## config.mk

```make
export PLATFORM = sky130hd
export DESIGN_NAME = uart_tx_flat
export DESIGN_NICKNAME = d
export VERILOG_FILES = /design/src/rtl/uart_pkg.sv /design/src/rtl/uart_tx_if.sv /design/src/rtl/uart_tx_baud_tick.sv /design/src/rtl/uart_tx.sv /design/src/flat_wrapper.sv
export SDC_FILE = /design/constraint.sdc
export NUM_CORES = 1
export LEC_CHECK = 0
export ABC_AREA = 1
export CORE_UTILIZATION = 40
export CTS_BUF_LIST = sky130_fd_sc_hd__clkbuf_8
export DETAILED_ROUTE_END_ITERATION = 12
export DONT_BUFFER_PORTS = 1
export SLEW_MARGIN = 25
export SYNTH_ARGS = -nofsm -noshare
export SYNTH_HDL_FRONTEND = slang
export SYNTH_HIERARCHICAL = 1
export SYNTH_SLANG_ARGS = --single-unit
```

## constraint.sdc

```tcl
create_clock -name clk -period 5.9 [get_ports clk]
set_clock_uncertainty 0.2 [all_clocks]
set_input_delay 1.18 -clock clk [delete_from_list [all_inputs] [get_ports clk]]
set_output_delay 1.18 -clock clk [all_outputs]
set_load 0.05 [all_outputs]
```

## src/rtl/uart_pkg.sv

```systemverilog
// uart_pkg: shared UART state encoding, default baud divisor and line levels
package uart_pkg;
  typedef enum logic [1:0] {IDLE = 2'd0, START = 2'd1, DATA = 2'd2, STOP = 2'd3} tx_state_t;
  localparam int DEFAULT_CLKS_PER_BIT = 434;
  localparam logic LINE_IDLE = 1'b1;
  localparam logic START_BIT = 1'b0;
endpackage

```

## src/rtl/uart_tx_if.sv

```systemverilog
// uart_tx_if: level handshake and serial line between sample controller and uart_tx
interface uart_tx_if;
  logic       Tx_en;
  logic [7:0] Tx_Byte;
  logic       Tx_Ready_To_Send;
  logic       Tx_Serial;
  logic       Tx_Done;
  modport master (output Tx_en, Tx_Byte, input Tx_Ready_To_Send, Tx_Serial, Tx_Done);
  modport slave (input Tx_en, Tx_Byte, output Tx_Ready_To_Send, Tx_Serial, Tx_Done);
endinterface

```

## src/rtl/uart_tx_baud_tick.sv

```systemverilog
// baud_tick: bit-period counter emitting a one-cycle tick on the last clock of each bit
module baud_tick import uart_pkg::*; #(
  parameter int CLKS_PER_BIT = DEFAULT_CLKS_PER_BIT
) (
  input  logic clk,
  input  logic reset_b,
  input  logic i_clr,
  input  logic i_en,
  output logic o_tick
);
  localparam int W = (CLKS_PER_BIT > 1) ? $clog2(CLKS_PER_BIT) : 1;
  localparam logic [W-1:0] LAST = W'(CLKS_PER_BIT - 1);
  logic [W-1:0] r_cnt;
  assign o_tick = i_en && (r_cnt == LAST);
  // count 0..CLKS_PER_BIT-1, restarting exactly on each bit boundary so timing never drifts
  always_ff @(posedge clk or negedge reset_b)
    if (!reset_b) r_cnt <= '0;
    else if (i_clr || o_tick) r_cnt <= '0;
    else if (i_en) r_cnt <= r_cnt + 1'b1;
endmodule

```

## src/rtl/uart_tx.sv

```systemverilog
// uart_tx: 8N1 serialiser, one byte per Tx_en request, LSB first, registered outputs
module uart_tx import uart_pkg::*; #(
  parameter int CLKS_PER_BIT = DEFAULT_CLKS_PER_BIT,
  parameter int STOP_BITS    = 1
) (
  input logic   clk,
  input logic   reset_b,
  uart_tx_if.slave bus
);
  if (STOP_BITS != 1 && STOP_BITS != 2) begin : g_bad_stop
    $error("uart_tx: STOP_BITS must be 1 or 2");
  end
  if (CLKS_PER_BIT < 2 || CLKS_PER_BIT > 65535) begin : g_bad_cpb
    $error("uart_tx: CLKS_PER_BIT must be 2..65535");
  end
  localparam logic [2:0] LAST_STOP = 3'(STOP_BITS - 1);
  tx_state_t  r_state, w_state_nxt;
  logic [7:0] r_shift;
  logic [2:0] r_idx, w_idx_nxt;
  logic       r_serial, r_rts, r_done;
  logic       w_tick, w_idle, w_serial_nxt;
  assign w_idle = (r_state == IDLE);
  baud_tick #(.CLKS_PER_BIT(CLKS_PER_BIT)) u_baud (
    .clk    (clk),
    .reset_b(reset_b),
    .i_clr  (w_idle),
    .i_en   (!w_idle),
    .o_tick (w_tick)
  );
  // next state and bit index; the line level is derived from the next state so it can be registered
  always_comb begin
    w_state_nxt = r_state;
    w_idx_nxt   = r_idx;
    case (r_state)
      IDLE:  if (bus.Tx_en) w_state_nxt = START;
      START: if (w_tick) begin
        w_state_nxt = DATA;
        w_idx_nxt   = '0;
      end
      DATA:  if (w_tick) begin
        w_idx_nxt = r_idx + 3'd1;
        if (r_idx == 3'd7) w_state_nxt = STOP;
      end
      STOP:  if (w_tick) begin
        w_idx_nxt = r_idx + 3'd1;
        if (r_idx == LAST_STOP) begin
          w_state_nxt = IDLE;
          w_idx_nxt   = '0;
        end
      end
      default: w_state_nxt = IDLE;
    endcase
    w_serial_nxt = (w_state_nxt == START) ? START_BIT :
                   (w_state_nxt == DATA)  ? r_shift[w_idx_nxt] : LINE_IDLE;
  end
  // state, byte capture and glitch-free registered outputs; reset drops any frame in flight
  always_ff @(posedge clk or negedge reset_b)
    if (!reset_b) begin
      r_state  <= IDLE;
      r_idx    <= '0;
      r_shift  <= '0;
      r_serial <= LINE_IDLE;
      r_rts    <= 1'b1;
      r_done   <= 1'b0;
    end else begin
      r_state  <= w_state_nxt;
      r_idx    <= w_idx_nxt;
      r_serial <= w_serial_nxt;
      r_rts    <= (w_state_nxt == IDLE);
      r_done   <= (r_state == STOP) && (w_state_nxt == IDLE);
      if (w_idle && bus.Tx_en) r_shift <= bus.Tx_Byte;
    end
  assign bus.Tx_Serial        = r_serial;
  assign bus.Tx_Ready_To_Send = r_rts;
  assign bus.Tx_Done          = r_done;
endmodule

```

## src/flat_wrapper.sv

```systemverilog
// flat-port wrapper written by rule: the top's interface ports become plain ports
module uart_tx_flat import uart_pkg::*;
#(
  parameter int CLKS_PER_BIT = DEFAULT_CLKS_PER_BIT,
  parameter int STOP_BITS    = 1
)
  (clk, reset_b, bus_Tx_en, bus_Tx_Byte, bus_Tx_Ready_To_Send, bus_Tx_Serial, bus_Tx_Done);
  uart_tx_if bus_i ();
  input logic clk;
  input logic reset_b;
  input wire logic [$bits(bus_i.Tx_en)-1:0] bus_Tx_en;
  input wire logic [$bits(bus_i.Tx_Byte)-1:0] bus_Tx_Byte;
  output wire logic [$bits(bus_i.Tx_Ready_To_Send)-1:0] bus_Tx_Ready_To_Send;
  output wire logic [$bits(bus_i.Tx_Serial)-1:0] bus_Tx_Serial;
  output wire logic [$bits(bus_i.Tx_Done)-1:0] bus_Tx_Done;
  assign bus_i.Tx_en = bus_Tx_en;
  assign bus_i.Tx_Byte = bus_Tx_Byte;
  assign bus_Tx_Ready_To_Send = bus_i.Tx_Ready_To_Send;
  assign bus_Tx_Serial = bus_i.Tx_Serial;
  assign bus_Tx_Done = bus_i.Tx_Done;
  uart_tx #(.CLKS_PER_BIT(CLKS_PER_BIT), .STOP_BITS(STOP_BITS)) u_core (.clk(clk), .reset_b(reset_b), .bus(bus_i));
endmodule
```

======== After elaboration in Yosys (flattened, before gate mapping) ========
Index checks and enable logic that the tools add are counted.
Widths: inputs -> output; s select.
word-level totals
  register bits after elaboration ......... 25
  input bits .............................. 11
  output and inout bits ................... 3
operators by class
  add/subtract/negate cells ............... 2
  order comparisons ....................... 1
  equal/unequal tests ..................... 8
  muxes and demuxes ....................... 18
  reductions and logical operators ........ 8
operator list
  cell                 count
  $mux 9               2
  $mux 2               6
  $mux 3               4
  $add 9x1->9 const B  1
  $eq 9x9->1 const B   1
  $pmux 3 s3           1
  $pmux 2 s4           1
  $eq 2x2->1 const B   3
  $eq 2x1->1 const B   2
  $logic_not 2->1      2
  $lt 3x4->1 const B   1
  $add 3x1->3 const B  1
  $bmux 1 s3           1
  $eq 3x3->1 const B   1
  $logic_and 1x1->1    3
  $logic_not 3->1      1
  $mux 1               3
  $ne 2x1->1 const B   1
  $logic_not 1->1      1
  $logic_or 1x1->1     1

======== Longest topological paths before layout ========
  depth in word-level cells ............... 9
  depth in mapped cells ................... 20

======== Modules after synthesis ========
Netlist, hierarchy kept.
by module, submodules not included
  module     times used  cells each  area each (um^2)
  uart_tx    1           95          895.9
  baud_tick  1           79          576.8

======== Worst setup path after synthesis ========
Ideal clock, no wire load.
  kind .................................... reg2reg
  from .................................... register u_core.r_state[1]
  to ...................................... register u_core.r_serial, in the netlist u_core/bus.Tx_Serial
  setup time .............................. 0.072 ns
  data arrival time ....................... 2.044 ns
  required time ........................... 5.628 ns
  setup slack ............................. 3.584 ns
  stages on the path, launching flop included .. 20
  period minus slack after synthesis ...... 2.316 ns
  cells stage by stage .................... dfrtp_1 inv_2 nand2_4 nand2_1 nor2_1 nand3_2 inv_1 buf_6 inv_1 ha_1 a21oi_1 nor2_1 nand2_2 nand2_4 nand2_1 nand3_1 nand3_1 nand3_1 nand2_1 inv_1
between the ends
  longest elaborated chain between the ends .. 9
  elaborated cells between the ends (all ways) .. 23
ends and longest elaborated chain
  item                              line                                         RTL
  start: declaration                uart_tx.sv:17                                tx_state_t r_state, w_state_nxt;
  start signal: assignment          uart_tx.sv:66                                r_state <= w_state_nxt;
  $logic_not 2->1 *                 uart_tx.sv:22                                assign w_idle = (r_state == IDLE);
  $logic_not 1->1 *                 uart_tx.sv:27                                .i_en (!w_idle),
  $logic_and 1x1->1 *               uart_tx_baud_tick.sv:14                      assign o_tick = i_en && (r_cnt == LAST);
  named net u_core.w_tick           uart_tx.sv:21                                logic w_tick, w_idle, w_serial_nxt;
  $mux 3, on equally long branches  uart_tx.sv:44, uart_tx.sv:36, uart_tx.sv:40
  $pmux 3 s3                        uart_tx.sv:34                                case (r_state)
  $bmux 1 s3                        uart_tx.sv:54                                (w_state_nxt == DATA) ? r_shift[w_idx_nxt] : LINE_IDLE;
  $mux 1 (implied by the code)      uart_tx.sv:54
  $mux 1                            uart_tx.sv:54
  $mux 1 *                          uart_tx.sv:53                                w_serial_nxt = (w_state_nxt == START) ? START_BIT :
  named net u_core.w_serial_nxt     uart_tx.sv:21
  end signal: assignment            uart_tx.sv:68                                r_serial <= w_serial_nxt;
  end: declaration                  uart_tx.sv:20                                logic r_serial, r_rts, r_done;
Mark *: on every way through the listed nets, which the timed path passes. The rest lies on a longest branch. The select of a mux whose other input is x is not followed.
A chain may end at the register's enable or synchronous reset.

======== Final worst setup path ========
Same ends and word-level chain as after synthesis.

==> summary.txt <==
Place
  • DP Area: 1510 µm²
  • GPL Wtd Cong: 0.794
  • Placed Cells: 218
  • HPWL Detailed: 1.94 mm
  • Port Buffers: 0

Hold path
  • HP Class: register to register

Job
  • Max cap viols: 0

Final layout
  • Fill cells: 342
  • Synth-to-layout area growth: 6.20%
  • Share of cells above drive strength 1: 22.7%
  • Design Area, Final: 1560 µm²
  • Final cell count without fillers: 222
  • Layout Nets: 194
  • Antenna cells: 0

Worst setup path
  • Critical Path AT: 2.75 ns
  • Req. time, crit path: 5.92 ns
  • CP startpoint kind: register
  • Worst-path maximum fanout: 15
  • Setup crit end kind: register
  • Crit Path Class: register to register

Clock network
  • Clk Latency, worst-skew pair: 0.27 ns
  • Setup Fix Bufs, Post-CTS: 0
  • Total of cells resized after clock tree synthesis: 0
  • CTS max path bufs: 2
  • Cts hold-fix bufs: 0
  • CTS tree: done
  • H-tree levels: 1
  • Total CTS buffers: 3
  • Root Buffer: clkbuf_8
  • Clock sinks: 25
  • Clock transition at path regs: 0.09 ns

Drt
  • DRC Markers: 0
  • Wire length on met3: 66 µm
  • Initial DRC count: 26
  • Uppermost routed layer: met4
  • Routed len/inst: 11.1 µm
  • Drt first pass iters: 4
  • Antenna-violating nets left: 0
  • Met1 wire length: 1.29 mm
  • Met2 WL: 1.10 mm
  • DRT Wirelength: 2.47 mm
  • DR vias/cell: 4.72
  • Vias post-DR: 1,047

Logic synthesis
  • Main area contributors after synthesis: dfrtp_1, nand2_1, inv_1
  • Synth Area in Simple Gates: 31.8%
  • Dominant cell type by area after synthesis: dfrtp_1
  • Largest family of logic cells by synthesized area: simple AND/OR/NAND/NOR gates
  • Area share of fa/ha/maj cells after synthesis: 5.10%
  • Post-synthesis mux area share: 6.12%
  • Mean Syn Cell Area: 8.46 µm²
  • XOR/XNOR Fraction of Synth Area: 1.78%
  • Post-Syn Nets: 191
  • Synth warn: 6
  • Netlist Area Pre-Place: 1470 µm²
  • Synth Area in Compound Gates: 3.91%
  • Seq/Total Area, Yosys: 42.7%
  • Cell count after synthesis: 174
  • Unique cell type count in the Yosys netlist: 25
  • Share of the synthesized area in the top cell type: 39.1%
  • Flop and latch count out of synthesis: 25

Power and ir drop
  • Power share of the sequential group: 61.9%
  • Pint: 0.221 mW
  • Power density over the cells: 177 nW/µm²
  • Pleak: 0.777 nW
  • Sw power: 0.0560 mW
  • Max VDD drop: 0.103 mV
  • Switching part of the total: 20.2%
  • Combinational share of power: 0%
  • Clk pwr share: 38.1%

Timing
  • Endpoints failing setup: 0
  • Setup TNS: 0 ns
  • Slew @ Worst Pin: 0.439 ns
  • Rel. slew slack: 70.7%
  • Max Slew Vio Count: 0
  • Hold Vio Cnt, Final: 0
  • RSZ-0062 raised after global routing: false
  • Crit path time final: 2.74 ns
  • Final Cycle Share: 46.4%
  • Fmax: 365 MHz

Floorplanning
  • Die Height: 62.7 µm
  • Core area: 3440 µm²
  • DIE AREA: 3930 µm²
  • Initial Utilization: 42.8%
  • Number of I/O pins: 14
  • Row Count: 21
  • Die width: 62.7 µm

Global routing
  • First-pass GRT wire length: 4.33 mm
  • Largest net degree at the start of global routing: 26
  • Total grt overflow: 0
  • Vias in the first global route: 975
  • GRT Total Usage: 14.1%
  • Initial antenna violation count: 0

Outcome
  • Status: complete, no violations
-- layout by cell type (no fill, tap or decap), types with 2 or more instances in the layout --
cell type  netlist  routed
clkbuf_8         0       3
dfrtp_1         23      23
xor2_1           3       3
nor2_1          16      16
ha_1             6       6
nand3_1         16      16
mux2_2           8       8
inv_1           25      25
nor2_2           6       6
nand4_1          5       5
nand3_2          3       3
nand2_4          2       2
inv_2            3       3
nand2_1         37      37
a21oi_1          4       4
nand2_2          6       6
dfstp_2          2       2
-- power groups by stage --
stage                     Clock (mW)  Sequential (mW)  Combinational [mW]
after floorplan                    0            0.175           0.0000606
after global routing           0.118            0.171           0.0000605
after detailed placement           0            0.175           0.0000605
final                          0.105            0.171           0.0000605
after CTS                      0.113            0.171           0.0000605
after global placement             0            0.175           0.0000605
-- worst paths after layout --
path	startpoint	endpoint	slack (ns)	cells after the start
worst min register to register	u_core/r_shift[6]	u_core/r_shift[6]	0.31	1
worst min-delay path	u_core/r_shift[6]	u_core/r_shift[6]	0.31	1
min in group asynchronous	reset_b	u_core/r_shift[7]	0.39	0
worst max register to register	u_core/r_state[1]	u_core/bus.Tx_Serial	3.16	18
worst max-delay path	u_core/r_state[1]	u_core/bus.Tx_Serial	3.16	18
max in group asynchronous	reset_b	u_core/bus.Tx_Serial	4.94	0
-- state kept, by name, summed over array words and instances (netlist names) --
name / flops
u_core/bus.Tx_Ready_To_Send: 1
u_core/r_idx: 3
u_core/bus.Tx_Done: 1
u_core/r_state: 2
u_core/bus.Tx_Serial: 1
u_core/r_shift: 8
u_core/u_baud/r_cnt: 9
-- stage by stage --
stage / util (%) / worst slack (ns) / hold slack [ns] / power (mW)
floorplan: - / 3.58 / 0.280 / 0.175
global placement: 44.0 / 3.24 / 0.297 / 0.175
detailed placement: 44.0 / 3.19 / 0.298 / 0.175
CTS: 45.4 / 3.17 / 0.321 / 0.284
global route: 45.4 / 2.89 / 0.340 / 0.290
finish: 45.4 / 3.16 / 0.315 / 0.277
-- logic make-up after synthesis --
family | Yosys count
buffers and inverters | 31
AO/OA/AOI/OAI | 8
AND/OR/NAND/NOR | 93
adder cells (fa/ha/maj) | 6
XOR/XNOR | 3
multiplexers | 8
flip-flops | 25
-- final cells by class --
type / count / area, µm² / area share, %
clock buffers: 3 / 41.3 / 2.64
clock inverters: 1 / 8.76 / 0.560
inverters: 29 / 111 / 7.12
multi-input cells: 118 / 717 / 45.8
flip-flops and latches: 25 / 628 / 40.2
well taps: 46 / 57.6 / 3.68
-- cells in the mapped netlist --
| master | number |
|---|---|
| nand2_4 | 2 |
| nor2_2 | 6 |
| buf_2 | 1 |
| a21oi_2 | 1 |
| nand3_1 | 16 |
| nand2_1 | 37 |
| inv_1 | 25 |
| o2111ai_2 | 1 |
| nand2_8 | 1 |
| mux2_2 | 8 |
| nor2_1 | 16 |
| inv_4 | 1 |
| nor3_2 | 1 |
| a21oi_1 | 4 |
| nand3_2 | 3 |
| inv_2 | 3 |
| xor2_1 | 3 |
| buf_6 | 1 |
| dfrtp_1 | 23 |
| o21ai_0 | 1 |
| nand2_2 | 6 |
| dfstp_2 | 2 |
| o21ai_2 | 1 |
| ha_1 | 6 |
| nand4_1 | 5 |
-- critical path: stages (launching register included) --
cell	delay, ns
dfrtp_1	0.50
inv_2	0.09
nand2_4	0.17
nand2_1	0.07
nor2_1	0.12
nand3_2	0.13
inv_1	0.22
inv_1	0.11
ha_1	0.28
a21oi_1	0.14
nor2_1	0.06
nand2_2	0.12
nand2_4	0.07
nand2_1	0.06
nand3_1	0.06
nand3_1	0.09
nand3_1	0.07
nand2_1	0.06
inv_1	0.04
-- per-layer routing --
layer  up-vias  track usage, %
met4         0            6.98
met1       477            20.0
li1        553               -
met2        15            20.8
met3         2            2.19
met5         -               0
(Power assumes the default switching activity.)
